$ cat config.mk
export PLATFORM = sky130hd
export DESIGN_NAME = imem_program_loader
export DESIGN_NICKNAME = d
export VERILOG_FILES = /design/src/rtl/imem_program_loader.sv
export SDC_FILE = /design/constraint.sdc
export NUM_CORES = 1
export LEC_CHECK = 0
export CORE_MARGIN = 2
export CORE_UTILIZATION = 56
export CTS_BUF_LIST = sky130_fd_sc_hd__clkbuf_8
export DETAILED_ROUTE_END_ITERATION = 12
export MAX_ROUTING_LAYER = met4
export PLACE_DENSITY = 0.8
export SYNTH_ARGS = -nofsm -noshare
export SYNTH_HDL_FRONTEND = slang
export SYNTH_SLANG_ARGS = --single-unit
$ cat constraint.sdc
create_clock -name clock -period 2.8 [get_ports clock]
set_input_delay 0.28 -clock clock [delete_from_list [all_inputs] [get_ports clock]]
set_output_delay 0.28 -clock clock [all_outputs]
set_load 0.05 [all_outputs]
$ cat src/rtl/imem_program_loader.sv
// Instruction memory loader: takes a LEN/DATA/SUM framed byte stream and
// writes it into the fetch-side instruction RAM, holding the CPU until clean.
module imem_program_loader #(
   parameter int ADDR_W  = 6,
   parameter int DEPTH   = 64,
   parameter int TIMEOUT = 1023
) (
   input  logic              clock,
   input  logic              reset,
   input  logic              start,
   input  logic              in_valid,
   input  logic [7:0]        in_data,
   output logic              in_ready,
   output logic              mem_we,
   output logic [ADDR_W-1:0] mem_addr,
   output logic [7:0]        mem_wdata,
   output logic              cpu_hold,
   output logic              load_done,
   output logic              load_err
);

   localparam int TW = $clog2(TIMEOUT + 1);
   localparam logic [TW-1:0]     TMO_LAST = TW'(TIMEOUT - 1);
   localparam logic [TW-1:0]     TMO_ONE  = TW'(1);
   localparam logic [ADDR_W-1:0] CNT_ONE  = ADDR_W'(1);
   localparam logic [ADDR_W:0]   LEN_ONE  = (ADDR_W + 1)'(1);

   typedef enum logic [2:0] {
      S_IDLE,
      S_LEN,
      S_DATA,
      S_SUM,
      S_DONE,
      S_ERR
   } state_t;

   state_t            state_q, state_d;
   logic [ADDR_W:0]   len_q, len_d;
   logic [ADDR_W-1:0] cnt_q, cnt_d;
   logic [7:0]        sum_q, sum_d;
   logic [TW-1:0]     tmo_q, tmo_d;
   logic              we_q, we_d;
   logic [ADDR_W-1:0] addr_q, addr_d;
   logic [7:0]        wdata_q, wdata_d;
   logic              hold_q, hold_d;
   logic              done_q, done_d;
   logic              err_q, err_d;
   logic              active;
   logic              accept;

   assign active = (state_q == S_LEN) || (state_q == S_DATA) ||
                   (state_q == S_SUM);
   assign accept = in_valid & active;

   always_comb begin
      state_d = state_q;
      len_d   = len_q;
      cnt_d   = cnt_q;
      sum_d   = sum_q;
      tmo_d   = '0;
      we_d    = 1'b0;
      addr_d  = addr_q;
      wdata_d = wdata_q;
      unique case (state_q)
         S_IDLE, S_DONE, S_ERR: begin
            if (start) begin
               state_d = S_LEN;
               cnt_d   = '0;
               sum_d   = '0;
            end
         end
         S_LEN: begin
            if (accept) begin
               if (in_data == 8'd0 || int'(in_data) > DEPTH) begin
                  state_d = S_ERR;
               end else begin
                  len_d   = (ADDR_W + 1)'(in_data);
                  cnt_d   = '0;
                  sum_d   = '0;
                  state_d = S_DATA;
               end
            end
         end
         S_DATA: begin
            if (accept) begin
               we_d    = 1'b1;
               addr_d  = cnt_q;
               wdata_d = in_data;
               sum_d   = sum_q + in_data;
               cnt_d   = cnt_q + CNT_ONE;
               if ({1'b0, cnt_q} + LEN_ONE == len_q) begin
                  state_d = S_SUM;
               end
            end
         end
         S_SUM: begin
            if (accept) begin
               state_d = (in_data == sum_q) ? S_DONE : S_ERR;
            end
         end
         default: state_d = S_IDLE;
      endcase
      // Inter-byte watchdog; only runs while a frame is open
      if (active && !accept) begin
         if (tmo_q == TMO_LAST) begin
            state_d = S_ERR;
         end else begin
            tmo_d = tmo_q + TMO_ONE;
         end
      end
      hold_d = (state_d != S_DONE);
      done_d = (state_d == S_DONE);
      err_d  = (state_d == S_ERR);
   end

   always_ff @(posedge clock) begin
      if (reset) begin
         state_q <= S_IDLE;
         len_q   <= '0;
         cnt_q   <= '0;
         sum_q   <= '0;
         tmo_q   <= '0;
         we_q    <= 1'b0;
         addr_q  <= '0;
         wdata_q <= '0;
         hold_q  <= 1'b1;
         done_q  <= 1'b0;
         err_q   <= 1'b0;
      end else begin
         state_q <= state_d;
         len_q   <= len_d;
         cnt_q   <= cnt_d;
         sum_q   <= sum_d;
         tmo_q   <= tmo_d;
         we_q    <= we_d;
         addr_q  <= addr_d;
         wdata_q <= wdata_d;
         hold_q  <= hold_d;
         done_q  <= done_d;
         err_q   <= err_d;
      end
   end

   assign in_ready  = active;
   assign mem_we    = we_q;
   assign mem_addr  = addr_q;
   assign mem_wdata = wdata_q;
   assign cpu_hold  = hold_q;
   assign load_done = done_q;
   assign load_err  = err_q;

endmodule

==> key figures, run 1 <==
Status
  • Status: finished, final reports clean

Synth
  • Ys flop type: dfxtp_1
  • Mapped Nets: 333
  • Netlist cell types: 54
  • Post-Syn Area per Cell: 8.637 µm²
  • Mapped Cells: 310
  • Seq cells post-synth: 52
  • Synth warnings: 0
  • Synth Cell Area: 2678 µm²
  • EDFF count, synth: 0
  • Post-synth ARST share: 0
  • Post-synthesis sequential area ratio: 0.3888

Power
  • Cell-internal power: between 900 and 1000 µW
  • VDD IR-drop max: 0.2193 mV
  • P_leak: 0.001171 µW
  • Switching Share: 0.2650
  • P_sw: 353.5 µW
  • Reg power frac: 0.568
  • Pwr per Cell Area: 421.4 nW/µm²
  • Logic gate share of total power: 0.128
  • Clock network power share: 0.304

Timing
  • RSZ-0062 raised after global routing: no
  • # setup viols final: 0
  • Fmax: roughly 0.42 GHz
  • Setup_tns: 0 ns
  • Final hold violations: 0
  • Hold_ws: roughly 0.46 ns
  • Slew Viols, Final: 0
  • Relative max-transition margin: 0.4782
  • Min Tclk post-route: 2.362 ns
  • Pin slew with the least headroom to its limit: 0.7798 ns
  • Final setup skew: ~0.0045 ns
  • Final period utilization: 0.8437

Die
  • Die span in x: roughly 73 µm
  • I/O Pins: 31
  • Core Rows: 25
  • Starting Density: 0.5745
  • Die Area: 5350 µm²
  • Core Area: 4661 µm²
  • Die H: about 73 µm

GRT
  • Gr ovfl total: 0
  • Number of global-route vias before repair: 2209
  • First-pass GRT wire length: 9867 µm
  • Initial antenna violation count: 0
  • Largest net degree at the start of global routing: 22
  • GR Util All Layers: 0.2432

Detailed routing
  • Final WL: 5953 µm
  • Avg WL per Cell: 14.92 µm
  • Via Count: 2361
  • Iteration-0 DRC count of the detailed router: 165
  • DRC Markers: 0
  • Pre-Repair DR Iteration Count: 4
  • Routed Antenna Nets: 0
  • Via density per instance: around 5.9

Layout
  • Final net count: 368
  • Ant diodes: 0
  • Share of cells above drive strength 1: 0.09565
  • Fin area: 3166 µm²
  • Final core occ: 0.6792
  • Fillers: 385
  • Area growth from synthesis to layout: 18.22%

Worst setup path
  • Worst reg-to-reg path cell count: 6
  • R2R Path End: sum_q[7]
  • CP Launch Type: input port
  • Worst endpoint required time: just over 3 ns
  • Crit end category: register
  • Worst r2r src: sum_q[1]
  • Crit path kind: input port to register
  • Crit path DAT: 2.60 ns
  • R2r setup slk: between 0.6 and 0.7 ns
  • CP Cell Sequence: clkdlybuf4s50_1 > or4_4 > or4_1 > a211oi_4 > buf_4 > o21ai_0 > a21oi_1
  • Worst path max stage delay: 0.56 ns
  • Slowest-stage cell, CP: or4_4
  • Crit-path max FO: 8

Clocking
  • Cts repair resizes: 0
  • Post-CTS Setup Bufs: 0
  • CTS Hold Bufs: 0
  • H-tree depth: 2
  • Worst skew pair latency: 0.30 ns
  • Root buf cell: clkbuf_8
  • CTS tree: done
  • CTS clock-pin slew for the worst setup and hold paths: 0.09 ns
  • CTS Sinks: 52
  • Clock buffer depth: 2
  • CTS Buf Count: 5

Place
  • IO Port Bufs: 30
  • Dpl cell area: around 3100 µm²
  • Placer Congestion: 0.8532
  • Dpl hpwl: 4398 µm

Hold path
  • Hold Path Depth: 2
  • Min-delay worst type: register to register
  • WHS Endpoint: mem_addr[3]
  • Min-delay src: mem_addr[3]

Job
  • Total of max-cap violations: 0
kinds of logic (layout without fill, tap and decap cells):
logic type | after synthesis | in the layout | synth area share
xor gates and xnor gates | 22 | 22 | 0.07196
adders and majority gates | 11 | 11 | 0.05421
and+or+nand+nor | 125 | 125 | 0.2327
DFF | 52 | 52 | 0.3888
muxes | 8 | 8 | 0.02991
buffers and inverters | 23 | 58 | 0.03271
AOI/OAI and AO/OA | 69 | 69 | 0.1897
layout by cell type (no fill, tap or decap), types with 8 or more instances in the layout:
| cell | synthesis | layout |
|---|---|---|
| buf_4 | 0 | 12 |
| and3_1 | 8 | 8 |
| xor2_1 | 10 | 10 |
| nand3_1 | 9 | 9 |
| nand2_1 | 38 | 38 |
| ha_1 | 10 | 10 |
| nand4_1 | 10 | 10 |
| xnor2_1 | 12 | 12 |
| clkdlybuf4s50_1 | 0 | 30 |
| mux2i_1 | 8 | 8 |
| inv_1 | 9 | 10 |
| nor2_1 | 32 | 32 |
| a21oi_1 | 31 | 31 |
| o21ai_0 | 9 | 9 |
| dfxtp_1 | 52 | 52 |
final cells by class:
class                   instances  area [µm²]  share of cell area
well taps                      54       67.56             0.02134
flip-flops and latches         52        1041              0.3289
multi-input cells             235        1555              0.4913
clock buffers                   5       68.82             0.02174
repair buffers                 42       390.4              0.1233
inverters                       9       33.78             0.01067
clock inverters                 2       8.758            0.002767
per-stage QoR:
| stage | cells | total power (µW) | setup WS (ns) |
|---|---|---|---|
| 2_1_floorplan | 310 | 876.9 | 0.6805 |
| 3_3_place_gp | 392 | 940.0 | 0.1869 |
| 3_5_place_dp | 392 | 942.8 | 0.1474 |
| 4_1_cts | 399 | 1332 | 0.4442 |
| 5_1_grt | 399 | 1385 | 0.3662 |
| 6_report | 399 | 1334 | 0.4377 |
registers in the layout (all words and copies together), names as in the netlist, 3 cells and up:
register / flops
tmo_q: 10
mem_wdata: 8
sum_q: 8
len_q: 7
cnt_q: 6
mem_addr: 6
state_q: 3
how the worst max path moves through the flow:
stage,from,to,depth (start not counted)
final,in_data[0],cnt_q[0],7
after global routing,in_data[0],sum_q[4],7
after CTS,in_data[0],cnt_q[0],7
after detailed placement,in_data[0],cnt_q[0],7
after global placement,in_data[0],sum_q[3],7
after floorplan,in_data[0],cnt_q[2],6
worst max-delay path: cells and delay by family:
family / cells / cell delay, ns
AND/OR/NAND/NOR: 2 / 1.11
buffers and inverters: 2 / 0.63
AO/OA/AOI/OAI: 3 / 0.58
routing by layer:
metal | vias to the layer above | wire length [µm] | track usage
met1 | 1143 | 2752 | 0.2889
met3 | 10 | 189 | 0.05249
met2 | 32 | 2927 | 0.4134
met5 | - | 0 | -
li1 | 1176 | - | -
met4 | 0 | 84 | 0.06790
power by group through the flow:
stage	clock, µW	combinational (µW)	sequential [µW]
floorplan	0	101	776
global placement	0	166	774
detailed placement	0	168	774
CTS	406	169	757
global route	442	183	759
finish	406	170	758
synth_stat cells, drive strengths merged, types with 3 or more instances:
| master | instances | area share |
|---|---|---|
| a311oi | 5 | 0.026 |
| o21ai | 9 | 0.017 |
| xnor2 | 12 | 0.039 |
| clkbuf | 12 | 0.017 |
| and3 | 8 | 0.019 |
| a21oi | 31 | 0.058 |
| nand2b | 7 | 0.016 |
| ha | 10 | 0.047 |
| inv | 9 | 0.013 |
| nor2 | 33 | 0.049 |
| nand2 | 38 | 0.053 |
| mux2i | 8 | 0.030 |
| nand3 | 9 | 0.017 |
| xor2 | 10 | 0.033 |
| nand4 | 11 | 0.028 |
| o2111ai | 4 | 0.013 |
| nor3 | 4 | 0.0075 |
| dfxtp | 52 | 0.39 |
| a31oi | 3 | 0.0070 |
Power figures use the tool's default switching activity.
==> run 2: changes to the inputs <==
==> constraint.sdc (replaced) <==
create_clock -name clock -period 2.2 [get_ports clock]
set_input_delay 0.22 -clock clock [delete_from_list [all_inputs] [get_ports clock]]
set_output_delay 0.22 -clock clock [all_outputs]
set_load 0.05 [all_outputs]
==> run 2 against run 1 <==
Compared with the run above:
- global-route usage up 1.6 points
- cell count up 6.3%
- clock power up 36%
- clock-buffer cell count up 1
- combinational power up 49%
- hold slack worse by 0.14 ns
- critical path depth down 4
- critical path type is now register to output pin
- largest cell class unchanged
- highest routed layer unchanged
==> key figures, run 2 (synthesis results as in run 1) <==
Status
  • Status: finished, final reports clean

Layout
  • Share of cells above drive strength 1: 0.1730 (+0.07732)
  • Most common cell after layout, fill and taps aside: dfxtp_1
  • Area growth from synthesis to layout: 27.90%
  • Ant diodes: 0 (unchanged)
  • Fillers: 360 (-6.5%)
  • Final Non-Filler Cells: 424 (+6.3%)
  • Most frequent cells in the layout: dfxtp_1, nand2_1, buf_4
  • Max reg flops: 10 (unchanged)
  • Biggest register: tmo_q
  • Final net count: 392 (+6.5%)

Detailed routing
  • Met3 wire len: 180 µm (-4.8%)
  • DRC Markers: 0 (unchanged)
  • Avg WL per Cell: 15.15 µm (+1.5%)
  • Uppermost layer routed: met4
  • Pre-Repair DR Iteration Count: 4 (unchanged)
  • Via Count: 2434 (+3.1%)
  • Via density per instance: 5.741 (-3.0%)
  • Routed Antenna Nets: 0 (unchanged)
  • WL met1: 2922 µm (+6.2%)
  • Met2 Routed Length: 3195 µm (+9.2%)
  • Final WL: 6423 µm (+7.9%)
  • Iteration-0 DRC count of the detailed router: 146 (-12%)

Job
  • Total of max-cap violations: 0 (unchanged)

Die
  • Starting Density: 0.5745 (unchanged)
  • Die Area: 5350 µm² (unchanged)
  • Core Area: 4661 µm² (unchanged)
  • Core Rows: 25 (unchanged)
  • Die H: 73.15 µm (unchanged)
  • I/O Pins: 31 (unchanged)
  • Die span in x: 73.15 µm (unchanged)

Timing
  • Final period utilization: 0.9497
  • RSZ-0062 raised after global routing: no
  • Slew Viols, Final: 0 (unchanged)
  • Fmax: ~0.48 GHz
  • Hold_ws: 0.3145 ns (-0.1449 ns)
  • Worst setup margin: 0.1108 ns (-0.3269 ns)
  • Final setup skew: 0.008949 ns (+0.004442 ns)
  • Pin slew with the least headroom to its limit: 0.5023 ns (-0.2775 ns)
  • Final hold violations: 0 (unchanged)
  • Setup_tns: 0 ns (unchanged)
  • Relative max-transition margin: 0.6626 (+0.1844)
  • # setup viols final: 0 (unchanged)
  • Min Tclk post-route: 2.089 ns

Place
  • Placed Instances: 414 (+5.6%)
  • Placer Congestion: 0.8536 (about the same)
  • Dpl hpwl: 4597 µm (+4.5%)
  • IO Port Bufs: 30 (unchanged)
  • Post-place setup slack: -0.4148 ns (-0.5622 ns)

Clocking
  • Worst skew pair latency: 0.31 ns (about the same)
  • CTS Buf Count: 5 (unchanged)
  • Clock buffer depth: 2 (unchanged)
  • Root buf cell: clkbuf_8
  • H-tree depth: 2 (unchanged)
  • CTS tree: done
  • CTS Sinks: 52 (unchanged)
  • CTS Hold Bufs: 0 (unchanged)
  • CTS clock-pin slew for the worst setup and hold paths: 0.09 ns (about the same)

Power
  • P_leak: 0.001350 µW (+15%)
  • Pwr per Cell Area: 515.9 nW/µm² (+22%)
  • VDD IR-drop max: 0.3046 mV (+39%)

Worst setup path
  • Worst endpoint required time: 1.98 ns (-1.06 ns)
  • Crit path DAT: 1.87 ns (-0.73 ns)
  • R2r setup slk: 0.15 ns (-0.54 ns)
  • Crit-path max FO: 9 (+1)
  • CP Cell Sequence: nor2_1 > nor2_1 > clkdlybuf4s50_1
  • Worst path max stage delay: 0.82 ns (+0.26 ns)
  • CP Launch Type: register
  • Most used cell, CP: nor2_1
  • Crit end category: output pin
  • Crit path kind: register to output pin
  • Slowest-stage cell, CP: clkdlybuf4s50_1

GRT
  • First-pass GRT wire length: 10450 µm (+5.9%)
  • GR Util All Layers: 0.2593 (+0.01609)
  • Gr ovfl total: 0 (unchanged)
  • Initial antenna violation count: 0 (unchanged)
  • Largest net degree at the start of global routing: 21 (-4.5%)
  • Number of global-route vias before repair: 2210 (+0.045%)

Hold path
  • Min-delay worst type: input port to register
==> run 2: through the flow <==
stage	util	power, µW	cell area [µm²]
5_1_grt	0.7348	1836	3425
3_5_place_dp	0.6980	1226	3253
6_report	0.7348	1767	3425
2_1_floorplan	-	1116	2678
4_1_cts	0.7232	1772	3371
3_3_place_gp	0.6980	1221	3253
==> run 2: final timing paths <==
path	start	endpoint	depth (start not counted)
max	state_q[0]	in_ready	3
min	in_data[5]	mem_wdata[5]	3
min reg2reg	mem_addr[4]	mem_addr[4]	2
max reg2reg	sum_q[1]	sum_q[7]	6
==> run 2: cell type report <==
cell class	instances	area [µm²]	area share
Timing Repair Buffer	66	586.8	0.1714
Clock buffer	6	82.58	0.02411
Inverter	9	33.78	0.009865
Clock inverter	2	11.26	0.003288
Tap cell	54	67.56	0.01973
Multi-Input combinational cell	235	1602	0.4677
Sequential cell	52	1041	0.3040
==> run 2: per-layer routing <==
metal / track usage / vias up
li1: - / 1224
met1: 0.3373 / 1161
met2: 0.4104 / 37
met3: 0.03453 / 12
met4: 0.09671 / 0
met5: - / -
==> run 2: power by group <==
group / total [µW] / leakage [µW] / switching, µW / internal, µW
Clock: 552 / 0.0000486 / 301 / 251
Combinational: 253 / 0.000882 / 146 / 106
Sequential: 962 / 0.000419 / 11.4 / 950
==> run 2: worst max-delay path, delay by kind of cell, from the launching register on <==
family / cells / cell delay [ns]
AND/OR/NAND/NOR: 2 / 0.22
flip-flops: 1 / 0.52
buffers and inverters: 1 / 0.82
==> run 2: what timing repair did <==
action / in CTS / in global routing
setup buffers: 0 / 2
cloned: 0 / 0
pin swaps: 3 / 5
hold endpoints to repair: 0 / 0
resized for setup: 5 / 11
setup endpoints to repair: 22 / 14
==> run 3: changes to the inputs <==
==> constraint.sdc (replaced) <==
create_clock -name clock -period 1.94 [get_ports clock]
set_input_delay 0.194 -clock clock [delete_from_list [all_inputs] [get_ports clock]]
set_output_delay 0.194 -clock clock [all_outputs]
set_load 0.05 [all_outputs]
==> run 3 against run 2 <==
Compared with the run above:
- the flow now finishes with violations (setup timing)
- register-to-register slack worse by 0.15 ns
- final area increased by 4.0%
- sequential share of layout area is 1.0 points lower
- non-clock buffer count up 10
- sequential power grew 13%
- critical path depth rose by 3
- critical path type is now register to register
==> key figures, run 3 (synthesis results as in run 1) <==
Status
  • Status: finished with violations
  • Failing checks: setup timing

Worst setup path
  • R2r setup slk: -0.002 ns (-0.15 ns)
  • CP Launch Type: register
  • Crit end category: register
  • Crit path DAT: 2.15 ns (+0.28 ns)
  • Crit-path max FO: 4 (-5)
  • Worst reg-to-reg path cell count: 6 (unchanged)
  • Worst endpoint required time: 2.14 ns (+0.16 ns)
  • Crit path kind: register to register
  • Worst r2r src: cnt_q[0]
  • R2R Path End: load_done

Place
  • Placer Congestion: 0.8655 (+1.4%)
  • Post-place setup slack: -0.6036 ns (-0.1888 ns)
  • Dpl hpwl: 4793 µm (+4.3%)
  • IO Port Bufs: 30 (unchanged)

Die
  • Die Area: 5350 µm² (unchanged)
  • Die H: 73.15 µm (unchanged)
  • Starting Density: 0.5745 (unchanged)
  • Die span in x: 73.15 µm (unchanged)
  • Core Rows: 25 (unchanged)
  • Core Area: 4661 µm² (unchanged)
  • I/O Pins: 31 (unchanged)

Timing
  • # setup viols final: 1 (+1)
  • Final period utilization: 1.001
  • Fmax: 0.5150 GHz
  • Relative max-transition margin: 0.6595 (-0.003008)
  • Min Tclk post-route: between 1.5 and 2 ns
  • Pin slew with the least headroom to its limit: 0.5068 ns (+0.004478 ns)
  • RSZ-0062 raised after global routing: yes
  • Final setup skew: 0.003958 ns (-0.004991 ns)
  • Worst setup margin: -0.001812 ns (-0.1126 ns)
  • Slew Viols, Final: 0 (unchanged)
  • Final hold violations: 0 (unchanged)

Detailed routing
  • Routed Antenna Nets: 0 (unchanged)
  • Pre-Repair DR Iteration Count: 4 (unchanged)
  • Via Count: 2572 (+5.7%)
  • DRC Markers: 0 (unchanged)
  • Final WL: 6981 µm (+8.7%)
  • Avg WL per Cell: 16.09 µm (+6.2%)
  • Iteration-0 DRC count of the detailed router: 156 (+6.8%)
  • Via density per instance: 5.926 (+3.2%)

Layout
  • Fillers: 319 (-11%)
  • Max reg flops: 10 (unchanged)
  • Most common cell after layout, fill and taps aside: dfxtp_1
  • Share of cells above drive strength 1: 0.2526 (+0.07966)
  • Area growth from synthesis to layout: 32.99%
  • Most frequent cells in the layout: dfxtp_1, buf_4, nand2_1
  • Area of the multi-input gates: 1694 µm² (+5.8%)
  • Ant diodes: 0 (unchanged)
  • Biggest register: tmo_q
  • Final net count: 402 (+2.6%)
  • Register Area: 1046 µm² (+0.48%)

Power
  • Pwr per Cell Area: 567.5 nW/µm² (+10%)
  • VDD IR-drop max: 0.3240 mV (+6.4%)
  • Total power: 2021 µW (+14%)
  • P_leak: 0.001366 µW (+1.1%)

Clocking
  • CTS clock-pin slew for the worst setup and hold paths: 0.09 ns (about the same)
  • Worst skew pair latency: 0.30 ns (about the same)
  • H-tree depth: 2 (unchanged)
  • CTS Sinks: 52 (unchanged)
  • CTS tree: done
  • Clock buffer depth: 2 (unchanged)
  • CTS Buf Count: 5 (unchanged)
  • Root buf cell: clkbuf_8
  • CTS Hold Bufs: 0 (unchanged)

GRT
  • Number of global-route vias before repair: 2429 (+9.9%)
  • Initial antenna violation count: 0 (unchanged)
  • Gr ovfl total: 0 (unchanged)
  • Largest net degree at the start of global routing: 20 (-4.8%)
  • First-pass GRT wire length: 11220 µm (+7.3%)
  • GR Util All Layers: 0.2766 (+0.01734)

Hold path
  • Hold Path Depth: 4 (+1)
  • Min-delay worst type: input port to register
  • Min-delay src: in_data[2]
  • WHS Endpoint: mem_wdata[2]

Job
  • Total of max-cap violations: 0 (unchanged)
-- run 3: worst max path at each step --
stage	from	to	slack (ns)	cells past startpoint
final	cnt_q[0]	load_done	-0.002	6
after floorplan	in_data[0]	cnt_q[2]	-0.07	6
after detailed placement	in_data[0]	load_done	-0.60	6
after global routing	state_q[0]	sum_q[7]	-0.03	5
after CTS	sum_q[1]	sum_q[7]	0.009	6
after global placement	in_data[0]	load_err	-0.58	6
-- run 3: report_power, final --
part | switching (µW) | internal [µW]
Combinational | 182 | 129
Sequential | 12.5 | 1080
Clock | 340 | 281
Total | 534 | 1490
-- run 3: critical path: stages (launching register included) --
cell	delay, ns
dfxtp_1	0.37
ha_1	0.20
and3_1	0.25
nor2_1	0.05
a2111oi_0	0.44
o2111ai_1	0.28
and3_1	0.25
-- run 3: stage by stage --
step / util / setup TNS, ns / cell area, µm² / std cells / hold slack [ns]
floorplan: - / -0.3669 / 2678 / 310 / 0.2736
global placement: 0.7119 / -13.67 / 3318 / 423 / 0.4408
detailed placement: 0.7119 / -14.72 / 3318 / 423 / 0.4485
CTS: 0.7498 / 0 / 3495 / 432 / 0.2824
global route: 0.7640 / -0.03393 / 3561 / 434 / 0.2970
finish: 0.7640 / -0.001812 / 3561 / 434 / 0.2897
-- run 3: what timing repair did --
action / CTS / global route
endpoints found under the setup margin: 27 / 14
gates resized for setup: 35 / 13
endpoints found under the hold margin: 0 / 0
setup buffers: 1 / 2
pin swaps: 9 / 5
-- run 3: cell type report --
cell class	count	area share
well taps	54	0.01897
inverters	9	0.009487
repair buffers	76	0.1767
clock buffers	6	0.02319
multi-input cells	235	0.4758
flip-flops and latches	52	0.2937
clock inverters	2	0.002108
-- run 3: layer usage --
metal  vias up  track usage  part of all wire
li1       1245            -                 -
met4         0       0.1173             0.028
met2        72       0.4685              0.52
met1      1238       0.3222              0.41
met3        17      0.04558             0.040
met5         -            -                 0
